[config.mk]
export PLATFORM = sky130hd
export DESIGN_NAME = jk_bank_driver
export DESIGN_NICKNAME = d
export VERILOG_FILES = /design/src/rtl/jk_bank_driver.sv
export SDC_FILE = /design/constraint.sdc
export NUM_CORES = 1
export LEC_CHECK = 0
export CAP_MARGIN = 0
export CORE_MARGIN = 2
export CORE_UTILIZATION = 55
export CTS_BUF_LIST = sky130_fd_sc_hd__clkbuf_16
export CTS_CLUSTER_DIAMETER = 40
export DETAILED_ROUTE_END_ITERATION = 6
export HOLD_SLACK_MARGIN = 0.12
export PLACE_DENSITY = 0.85
export SYNTH_ARGS = -nofsm -noshare
export SYNTH_HDL_FRONTEND = slang
export SYNTH_SLANG_ARGS = --single-unit
[constraint.sdc]
create_clock -name clk -period 3.5 [get_ports clk]
set_input_delay 0.7 -clock clk [delete_from_list [all_inputs] [get_ports clk]]
set_output_delay 0.7 -clock clk [all_outputs]
set_load 0.05 [all_outputs]
[src/rtl/jk_bank_driver.sv]
`timescale 1ns/1ps
// ---------------------------------------------------------------------------
// jk_bank_driver
//
// Drives a bank of WIDTH external JK flip-flops through one complete
// excitation / clock / verify cycle per request. Each accepted request:
//   1. Registers the J/_K excitation for the requested operation.
//   2. Snapshots the current ff_q and derives the value the bank should hold
//      afterwards.
//   3. Holds the excitation stable for SETUP_CYC cycles.
//   4. Emits one registered ff_clk pulse.
//   5. Waits SETTLE_CYC cycles.
//   6. Compares ff_q against the expected value and pulses done.
//
// Ports
//   clk        system clock, rising-edge active
//   _mr        synchronous active-low reset
//   req_valid  request present (held until accepted)
//   req_ready  idle, request can be accepted
//   req_op     00 LOAD, 01 TOGGLE, 10 SET, 11 CLEAR
//   req_data   LOAD values
//   req_mask   per-bit enable, 0 = bit held
//   ff_j       J excitation to the bank
//   ff__k      active-low K excitation to the bank
//   ff_clk     registered clock pulse to the bank
//   ff_q       Q feedback from the bank
//   done       one-cycle completion pulse, err/err_bits valid
//   err        any bit of ff_q differed from the expected value
//   err_bits   expected XOR ff_q, held until the next accept or reset
// ---------------------------------------------------------------------------
module jk_bank_driver #(
    parameter int WIDTH      = 8,
    parameter int SETUP_CYC  = 1,
    parameter int SETTLE_CYC = 2
) (
    input  logic             clk,
    input  logic             _mr,
    input  logic             req_valid,
    output logic             req_ready,
    input  logic [1:0]       req_op,
    input  logic [WIDTH-1:0] req_data,
    input  logic [WIDTH-1:0] req_mask,
    output logic [WIDTH-1:0] ff_j,
    output logic [WIDTH-1:0] ff__k,
    output logic             ff_clk,
    input  logic [WIDTH-1:0] ff_q,
    output logic             done,
    output logic             err,
    output logic [WIDTH-1:0] err_bits
);

    localparam logic [1:0] OP_LOAD   = 2'b00;
    localparam logic [1:0] OP_TOGGLE = 2'b01;
    localparam logic [1:0] OP_SET    = 2'b10;
    localparam logic [1:0] OP_CLEAR  = 2'b11;

    typedef enum logic [2:0] {
        IDLE,
        SETUP,
        PULSE,
        SETTLE,
        CHECK
    } state_t;

    // J excitation: asserted only for enabled bits that must end up at 1,
    // or must toggle.
    function automatic logic [WIDTH-1:0] excite_j(input logic [1:0]       op,
                                                  input logic [WIDTH-1:0] data,
                                                  input logic [WIDTH-1:0] mask);
        logic [WIDTH-1:0] v;
        case (op)
            OP_LOAD:   v = data;
            OP_TOGGLE: v = '1;
            OP_SET:    v = '1;
            default:   v = '0;
        endcase
        return mask & v;
    endfunction

    // _K is active-low: masked-off bits present K inactive (1) so they hold.
    function automatic logic [WIDTH-1:0] excite_k_n(input logic [1:0]       op,
                                                    input logic [WIDTH-1:0] data,
                                                    input logic [WIDTH-1:0] mask);
        logic [WIDTH-1:0] v;
        case (op)
            OP_LOAD:   v = data;
            OP_SET:    v = '1;
            default:   v = '0;
        endcase
        return ~mask | v;
    endfunction

    function automatic logic [WIDTH-1:0] expect_q(input logic [1:0]       op,
                                                  input logic [WIDTH-1:0] data,
                                                  input logic [WIDTH-1:0] mask,
                                                  input logic [WIDTH-1:0] pre);
        logic [WIDTH-1:0] v;
        case (op)
            OP_LOAD:   v = (data & mask) | (pre & ~mask);
            OP_TOGGLE: v = pre ^ mask;
            OP_SET:    v = pre | mask;
            default:   v = pre & ~mask;
        endcase
        return v;
    endfunction

    state_t           state_q;
    logic [7:0]       cnt_q;
    logic             ready_q;
    logic             clk_q;
    logic             done_q;
    logic             err_q;
    logic [WIDTH-1:0] j_q;
    logic [WIDTH-1:0] k_q;
    logic [WIDTH-1:0] exp_q;
    logic [WIDTH-1:0] err_bits_q;

    logic [WIDTH-1:0] j_d;
    logic [WIDTH-1:0] k_d;
    logic [WIDTH-1:0] exp_d;
    logic [WIDTH-1:0] mism_d;

    assign j_d    = excite_j(req_op, req_data, req_mask);
    assign k_d    = excite_k_n(req_op, req_data, req_mask);
    // ff_q sampled here is the pre-operation snapshot of the bank.
    assign exp_d  = expect_q(req_op, req_data, req_mask, ff_q);
    assign mism_d = exp_q ^ ff_q;

    always_ff @(posedge clk) begin
        if (!_mr) begin
            state_q    <= IDLE;
            cnt_q      <= '0;
            ready_q    <= 1'b1;
            clk_q      <= 1'b0;
            done_q     <= 1'b0;
            err_q      <= 1'b0;
            err_bits_q <= '0;
            j_q        <= '0;
            k_q        <= '1;
        end else begin
            case (state_q)
                IDLE: begin
                    if (req_valid) begin
                        j_q        <= j_d;
                        k_q        <= k_d;
                        exp_q      <= exp_d;
                        err_q      <= 1'b0;
                        err_bits_q <= '0;
                        cnt_q      <= 8'(SETUP_CYC - 1);
                        ready_q    <= 1'b0;
                        state_q    <= SETUP;
                    end
                end
                SETUP: begin
                    // ff_clk is raised on the same edge that enters PULSE so
                    // it comes straight from a flop.
                    if (cnt_q == 8'd0) begin
                        clk_q   <= 1'b1;
                        state_q <= PULSE;
                    end else begin
                        cnt_q <= cnt_q - 8'd1;
                    end
                end
                PULSE: begin
                    clk_q   <= 1'b0;
                    cnt_q   <= 8'(SETTLE_CYC - 1);
                    state_q <= SETTLE;
                end
                SETTLE: begin
                    if (cnt_q == 8'd0) begin
                        err_bits_q <= mism_d;
                        err_q      <= |mism_d;
                        done_q     <= 1'b1;
                        state_q    <= CHECK;
                    end else begin
                        cnt_q <= cnt_q - 8'd1;
                    end
                end
                CHECK: begin
                    done_q  <= 1'b0;
                    j_q     <= '0;
                    k_q     <= '1;
                    cnt_q   <= '0;
                    ready_q <= 1'b1;
                    state_q <= IDLE;
                end
                default: begin
                    clk_q   <= 1'b0;
                    done_q  <= 1'b0;
                    j_q     <= '0;
                    k_q     <= '1;
                    cnt_q   <= '0;
                    ready_q <= 1'b1;
                    state_q <= IDLE;
                end
            endcase
        end
    end

    assign req_ready = ready_q;
    assign ff_clk    = clk_q;
    assign ff_j      = j_q;
    assign ff__k     = k_q;
    assign done      = done_q;
    assign err       = err_q;
    assign err_bits  = err_bits_q;

endmodule

==> metrics.txt <==
status=finished clean; largest family of logic cells by synthesized area=simple AND/OR/NAND/NOR gates; crit path launch type=primary input; number of fillers in the final layout=356; Hold Fails Final Rpt=0; DRC viols=0; later-pin clock latency in the skew report=280 ps; Peak VDD IR=0.322 mV; Setup TNS=0 ps; Synthesis Warnings=0; Detailed Route Iter0 Violations=245; Port Buf Inserts=56; hpwl dp=4.78 mm; Clock Skew=3.32 ps; largest net degree at the start of global routing=29; RSZ-0062 raised after global routing=false; post-CTS sizing=0; Syn Inst Count=326; Final Cycle Share=73.1%; area of the mapped netlist=between 2000 and 3000 um^2; f_max=just under 0.4 GHz; routed vias=2,576; measured slew at the worst slew-check pin=828 ps; CP max FO=18; multiplexer share of the synthesized area=around 4.4%; critical path's slowest cell=or4_1; wire per inst=about 15 um; Final Wtd Congestion=0.928; Core Area=4720 um^2; WL final=6.72 mm; pre-CTS WS=691 ps; PnR worst setup slack=941 ps; crit path cell chain=clkdlybuf4s50_1 -> or3b_1 -> o31a_1 -> or4_1 -> a21oi_1; Setup crit end kind=flop; Synth Area in XOR/XNOR=~3.2%; antenna violations before repair=0; post-synthesis simple-gate area fraction=18.2%; vias in the first global route=2,356; Most used DFF post-synth=dfxtp_1; Worst EP required=3710 ps; post-route ant nets=0; fin nets=428; first-pass GRT wire length=10.8 mm; Rel. slew slack=44.8%; # diodes=0; CTS tree=done; worst stage delay on the critical path=550 ps; Yosys reg bits=47; Clock Path Buffers=2; HP Class=reg -> reg; site row count=25; compound-cell area share of the yosys netlist=18.2%; DR pass1 iterations=6; sequential-to-total area share from yosys stat=between 30 and 40%; hold_buf cts=0; vias per inst=5.79; clock root buffer master=clkbuf_16; worst path arrival time=approximately 2800 ps; GR Overflow Total=0; Die Height=74.1 um; Total GRT Usage=25.3%; CTS Sinks=47; clock slew seen by the registers of the worst setup and hold paths=60 ps; post-CTS setup buffer count=0; max-cap viol count=0; area delta synth->final=29.5%; Die W=74.1 um; Finish-stage setup viols=0; power consumption=2.23 mW; Cell variety after synth=between 40 and 50; full die area=5490 um^2; syn_area_per_cell=8.29 um^2; Pins Over Slew Limit=0; initial core utilization=57.2%; fraction of layout cells with a size suffix above 1=3.44%; Post-synth ARST share=0%; cell leakage power=between 1 and 1.5 nW; adder-cell share of the synthesized area=10.2%; Post-synth EDFFs=8; Top Ports=57; Mapped Nets=roughly 380; total CTS buffers=5; PwrDens=639 nW/um^2; Max H-tree Level=2; Critical Setup Path Class=in -> reg; fin crit period=2560 ps
final timing paths:
check        cells past startpoint                       end                      from  slack [ps]
max                              5  err_bits[0]$_SDFFE_PN0P_                 req_valid         940
min                              2  err_bits[5]$_SDFFE_PN0P_  err_bits[5]$_SDFFE_PN0P_         470
min reg2reg                      2  err_bits[5]$_SDFFE_PN0P_  err_bits[5]$_SDFFE_PN0P_         470
max reg2reg                      4  err_bits[0]$_SDFFE_PN0P_     cnt_q[2]$_SDFFE_PN0P_        1290
per-layer routing:
metal / wire (um) / GRT usage [%]
met2: 3130 / 41.8
met3: 363 / 4.61
met4: 186 / 9.29
met5: 0 / 0
met1: 3050 / 33.3
cells in the mapped netlist, drive strengths merged, types with 2 or more instances:
cell | n | area (um^2)
mux2i | 12 | 120
or4 | 9 | 71.3
nand3 | 2 | 10.0
xnor2 | 10 | 87.6
nor3 | 5 | 25.0
or3 | 6 | 37.5
dfxtp | 39 | 781
o21ai | 21 | 105
o22ai | 8 | 50.1
nand4 | 3 | 18.8
ha | 22 | 275
a22oi | 8 | 60.1
o21a | 2 | 15.0
inv | 39 | 146
edfxtp | 8 | 240
nand2 | 40 | 150
nor2 | 25 | 93.8
a21oi | 22 | 110
a21boi | 2 | 15.0
o41ai | 2 | 17.5
a222oi | 8 | 80.1
clkbuf | 15 | 56.3
layout make-up:
| class | count | area (um^2) | share of cell area (%) |
|---|---|---|---|
| well taps | 67 | 83.8 | 2.40 |
| multi-input cells | 223 | 1470 | 42.0 |
| clock inverters | 2 | 33.8 | 0.966 |
| repair buffers | 60 | 591 | 16.9 |
| inverters | 40 | 150 | 4.29 |
| clock buffers | 6 | 150 | 4.29 |
| flip-flops and latches | 47 | 1020 | 29.2 |
metrics by stage:
stage	instance area [um^2]	std cells	util, %	hold WS, ps
after global placement	3310	437	70.2	452
after CTS	3500	445	74.1	472
after floorplan	2700	326	-	455
after detailed placement	3310	437	70.2	464
final	3500	445	74.1	468
after global routing	3500	445	74.1	485
sequential cells by signal, indices dropped and copies added (netlist names):
name	cells
cnt_q	8
err_bits	8
exp_q	8
ff__k	8
ff_j	8
state_q	3
done	1
err	1
ff_clk	1
req_ready	1
critical path, delay by kind of cell:
kind / cells / cell delay, ps
AOI/OAI and AO/OA: 2 / 480
buffers and inverters: 1 / 540
and+or+nand+nor: 2 / 1040
layout by cell type (no fill, tap or decap), drive strengths merged, types with 9 or more instances in the layout:
cell and count:
xnor2 10, or4 9, inv 40, nand2 40, a21oi 22, dfxtp 39
ha 22, mux2i 12, clkdlybuf4s50 56, o21ai 21, nor2 25
cells by family (layout without fill, tap and decap cells):
| logic type | count (synthesis) | after routing |
|---|---|---|
| multiplexers | 12 | 12 |
| flip-flops | 47 | 47 |
| AO/OA/AOI/OAI | 78 | 78 |
| AND/OR/NAND/NOR | 101 | 101 |
| buffers and inverters | 56 | 108 |
| XOR/XNOR | 10 | 10 |
| adder cells (fa/ha/maj) | 22 | 22 |
where the power goes:
part	internal, mW	switching [mW]
combinational	0.364	0.544
clock	0.378	0.198
sequential	0.654	0.0960
No activity file was read; power rests on OpenSTA's default activity.
==> patch 1, RTL diff (config.mk and constraints unchanged) <==
Change the parameter `WIDTH` from 8 to 7.
--- a/src/rtl/jk_bank_driver.sv
+++ b/src/rtl/jk_bank_driver.sv
@@ -29,7 +29,7 @@
 //   err_bits   expected XOR ff_q, held until the next accept or reset
 // ---------------------------------------------------------------------------
 module jk_bank_driver #(
-    parameter int WIDTH      = 8,
+    parameter int WIDTH      = 7,
     parameter int SETUP_CYC  = 1,
     parameter int SETTLE_CYC = 2
 ) (
Interface: changed (6 resized); port bits go from 57 to 51. The function was not compared with the original's and may differ.
==> patch 1 against the original RTL <==
- setup slack better by 280 ps
- sequential cell count down 4
- utilization down 1.7 points
- wire length down 14%
- synthesized cell count down 6.1%
- power down 12%
- hold slack worse by 15 ps
- largest cell class unchanged
- cell count down 9.2%
- global-route usage down 1.3 points
- first-iteration DRC count down 39%
- synthesized area down 7.8%
- design area down 9.9%
==> patch 1: results (changes against the original RTL) <==
| Metric | Value |
|---|---|
| Routed wire length | `5750 um (-14%)` |
| Met2 capacity usage during global routing | `0.413 (-0.00511)` |
| Clkbuf count | `5 (-1)` |
| Detailed Route Iter0 Violations | `150 (-39%)` |
| Static leakage | `0.00125 uW (-12%)` |
| Number of synthesized flops with an enable pin | `7 (-1)` |
| Share of final layout cell area taken by non-clock buffers | `0.161 (-0.00757)` |
| Outcome | `finished, final reports clean` |
| Synthesized flop and latch total | `43 (-8.5%)` |
| Hold path endpoint | `done` |
| Met3 routed wirelength | `402 um (+11%)` |
| Reg2Reg Setup Slack | `1370 ps (+80 ps)` |
| Endpoint of the worst setup timing path | `err_bits[4]` |
| Worst hold start | `done` |
| Post-DP Area | `0.00301 mm2 (-9.3%)` |
| Multi-input gates | `218 (-2.2%)` |
| R2R depth | `6 (+2)` |
| Proportion of cell area occupied by multi-input gates | `0.438 (+0.0186)` |
| Wire length of the first global-routing pass | `9740 um (-9.4%)` |
| Number of signal-net inverters in the final layout | `32 (-20%)` |
| Worst-margin pin slew | `717 ps (-111 ps)` |
| Synth cell count leaders | `sky130_fd_sc_hd__nand2_1, sky130_fd_sc_hd__dfxtp_1, sky130_fd_sc_hd__inv_1` |
| Gr usage total | `0.240 (-0.0130)` |
| Detailed-route via count | `2299 (-11%)` |
| Met2 wire length | `2730 um (-13%)` |
| Final weighted congestion in routability-driven placement | `0.831 (-10%)` |
| Post-Syn Nets | `351 (-6.9%)` |
[patch 1: cell count changes after synthesis, sizes merged, moves of 5 or more]
cell,before,now
mux2i,12,4
clkbuf,15,10
a222oi,8,0
o21ai,21,26
inv,39,31
a211oi,0,8
a21oi,22,28
[patch 1: where the power goes]
part           internal [uW]  total, uW  leakage, uW  switching (uW)
clock network            263        456    0.0000674             194
registers                593        690     0.000359            97.2
logic                    332        811     0.000820             479
[patch 1: cell families (layout without fill, tap and decap cells)]
kind of cell             count (synthesis)  count (layout)  synth area share
adder cells (fa/ha/maj)                 19              19            0.0954
XOR/XNOR                                 8               8            0.0281
buffers and inverters                   45              91            0.0718
multiplexers                             4               4            0.0161
AND/OR/NAND/NOR                         99              99             0.199
flip-flops                              43              43             0.374
AO/OA/AOI/OAI                           88              88             0.215
[patch 1: worst reg2reg max path, delay by kind of cell, from the launching register on]
family          cells  cell delay, ps
simple gates        2             960
compound gates      2             520
flops               1             330
fa+ha+maj           1             180
buf+inv             1              60
==> patch 2, RTL diff (same flow settings) <==
Without the edit above. Re-encode `state_t` (5 states) as Gray code, 3 bits wide.
--- a/src/rtl/jk_bank_driver.sv
+++ b/src/rtl/jk_bank_driver.sv
@@ -55,11 +55,11 @@
     localparam logic [1:0] OP_CLEAR  = 2'b11;
 
     typedef enum logic [2:0] {
-        IDLE,
-        SETUP,
-        PULSE,
-        SETTLE,
-        CHECK
+        IDLE   = 3'b000,
+        SETUP  = 3'b001,
+        PULSE  = 3'b011,
+        SETTLE = 3'b010,
+        CHECK  = 3'b110
     } state_t;
 
     // J excitation: asserted only for enabled bits that must end up at 1,
Check against the original RTL: no difference found for any inputs over 10 cycles, from zero or initial values; not proved beyond that.
==> patch 2 against the original RTL <==
- the flow now finishes with violations (DRC)
- design area fell by 2.4%
- largest cell class unchanged
- setup slack improved by 120 ps
- critical endpoint is now ff__k[0]
- power fell by 2.1%
- sequential cell count did not move
- wire length fell by 1.5%
- combinational power rose by 9.1%
- synthesized area fell by 0.14%
- sequential power fell by 0.9%
- first-iteration DRC count fell by 19%
==> patch 2: results (changes against the original RTL) <==
| Metric | Value |
|---|---|
| Length of the first detailed-routing pass in iterations | `7 (+1)` |
| Detailed Route Iter0 Violations | `199 (-19%)` |
| Post-CTS Resized | `0 (unchanged)` |
| Via count of the first global-routing pass | `2324 (-1.4%)` |
| Static leakage | `0.00137 uW (-3.6%)` |
| Post-CTS setup buffer count | `0 (unchanged)` |
| Post-detailed-placement half-perimeter wirelength | `4730 um (-1.1%)` |
| Quantity of I/O buffers inserted on ports | `56 (unchanged)` |
| ANT cells | `0 (unchanged)` |
| Post-Syn Nets | `372 (-1.3%)` |
| Number of antenna violations at the first check in global routing | `0 (unchanged)` |
| Gr usage total | `0.249 (-0.00383)` |
| Routed wire length | `6620 um (-1.5%)` |
| Switching power | `896 uW (+6.9%)` |
| Count of yosys warnings during synthesis | `0 (unchanged)` |
| DRC | `2 (+2)` |
| Cell types occupying the most area after synthesis | `sky130_fd_sc_hd__dfxtp_1, sky130_fd_sc_hd__ha_1, sky130_fd_sc_hd__edfxtp_1` |
| Most used flip-flop cell after synthesis | `sky130_fd_sc_hd__dfxtp_1` |
| Pin count of the biggest net entering global routing | `25 (-14%)` |
| Slowest cell on the critical path | `sky130_fd_sc_hd__a2111oi_0` |
| H-Tree Depth | `2 (unchanged)` |
| Total CTS buffers | `5 (unchanged)` |
| Largest fanout of any net on the critical path | `9 (-9)` |
| Final Skew | `3.49 ps (+0.178 ps)` |
| Outcome | `finished, violations left` |
| Buffer depth of the longest clock path | `2 (unchanged)` |
| Stage delay of the slowest cell on the critical path | `520 ps (-30 ps)` |
| Peak supply drop | `0.301 mV (-6.4%)` |
| Share of post-route cells with drive strength above 1 | `0.0326 (-0.00178)` |
| Final weighted congestion in routability-driven placement | `0.869 (-6.3%)` |
| Dominant delay contributor by cell family on the critical path | `compound AO/OA/AOI/OAI gates` |
| Post-synthesis sequential area ratio | `0.378 (+0.000526)` |
| Detailed-route via count | `2489 (-3.4%)` |
| Net count reported at finish | `418 (-2.3%)` |
| Worst-margin pin slew | `999 ps (+171 ps)` |
| Violations in the final reports | `DRC` |
| Synth cell count leaders | `sky130_fd_sc_hd__nor2_1, sky130_fd_sc_hd__dfxtp_1, sky130_fd_sc_hd__inv_1` |
| Netlist cell types | `37 (-9.8%)` |
| Skew-Pair Late Insertion Delay | `290 ps` |
| Register clock-pin slew on the reported worst setup and hold paths | `60 ps (about the same)` |
| Number of synthesized flops with an enable pin | `8 (unchanged)` |
| Post-DP Area | `0.00328 mm2 (-1.2%)` |
| Class of the tightest hold or removal check | `reg2reg` |
| Share of synthesized flip-flops with an asynchronous set or reset | `0 (unchanged)` |
| Cell at the root of the clock tree | `sky130_fd_sc_hd__clkbuf_16` |
| Wire length of the first global-routing pass | `10500 um (-2.8%)` |
patch 2: worst register-to-register path: cells and delay by family, from the launching register on:
kind                     cells  cell delay [ps]
flip-flops                   1              330
AO/OA/AOI/OAI                3             1120
adder cells (fa/ha/maj)      1              170
AND/OR/NAND/NOR              1              510
buffers and inverters        1              120
patch 2: cell families after synthesis:
kind of cell    after synthesis  share of synthesized area
simple gates                 96                      0.166
compound gates               77                      0.189
buf+inv                      54                     0.0761
flops                        47                      0.378
fa+ha+maj                    22                      0.102
mux                          16                     0.0594
xor+xnor                      9                     0.0292
patch 2: per-layer routing:
layer	part of all wire	up-vias	wire length [um]	global-route usage
met3	0.071	21	467	0.0556
met5	0	-	0	0
met1	0.41	1144	2710	0.313
met4	0.032	0	211	0.117
li1	-	1218	-	-
met2	0.49	106	3230	0.409
patch 2: worst paths after layout:
check / startpoint / end / slack (ps) / cells after the start
max: req_op[0] / ff__k[0] / 1060 / 6
min reg2reg: err / err / 450 / 2
max reg2reg: cnt_q[0] / cnt_q[0] / 1190 / 6
min: err / err / 450 / 2
patch 2: final cells by class:
cell class | count | area, um2
timing repair buffer | 56 | 561
clock inverter | 3 | 13.8
sequential | 47 | 1020
clock buffer | 5 | 125
fill | 373 | 1310
multi-input combinational | 220 | 1470
inverter | 37 | 139
tap | 67 | 83.8
patch 2: per-stage QoR:
stage                     setup WS, ps  instances
after floorplan                   1610        321
after global placement             812        427
after detailed placement           741        427
after CTS                         1040        435
after global routing               873        435
final                             1060        435
patch 2: power groups by stage:
stage / clock network (uW) / registers, uW / logic, uW
after floorplan: 0 / 862 / 617
after global placement: 0 / 749 / 950
after detailed placement: 0 / 751 / 972
after CTS: 459 / 741 / 981
after global routing: 483 / 757 / 1080
final: 454 / 743 / 991
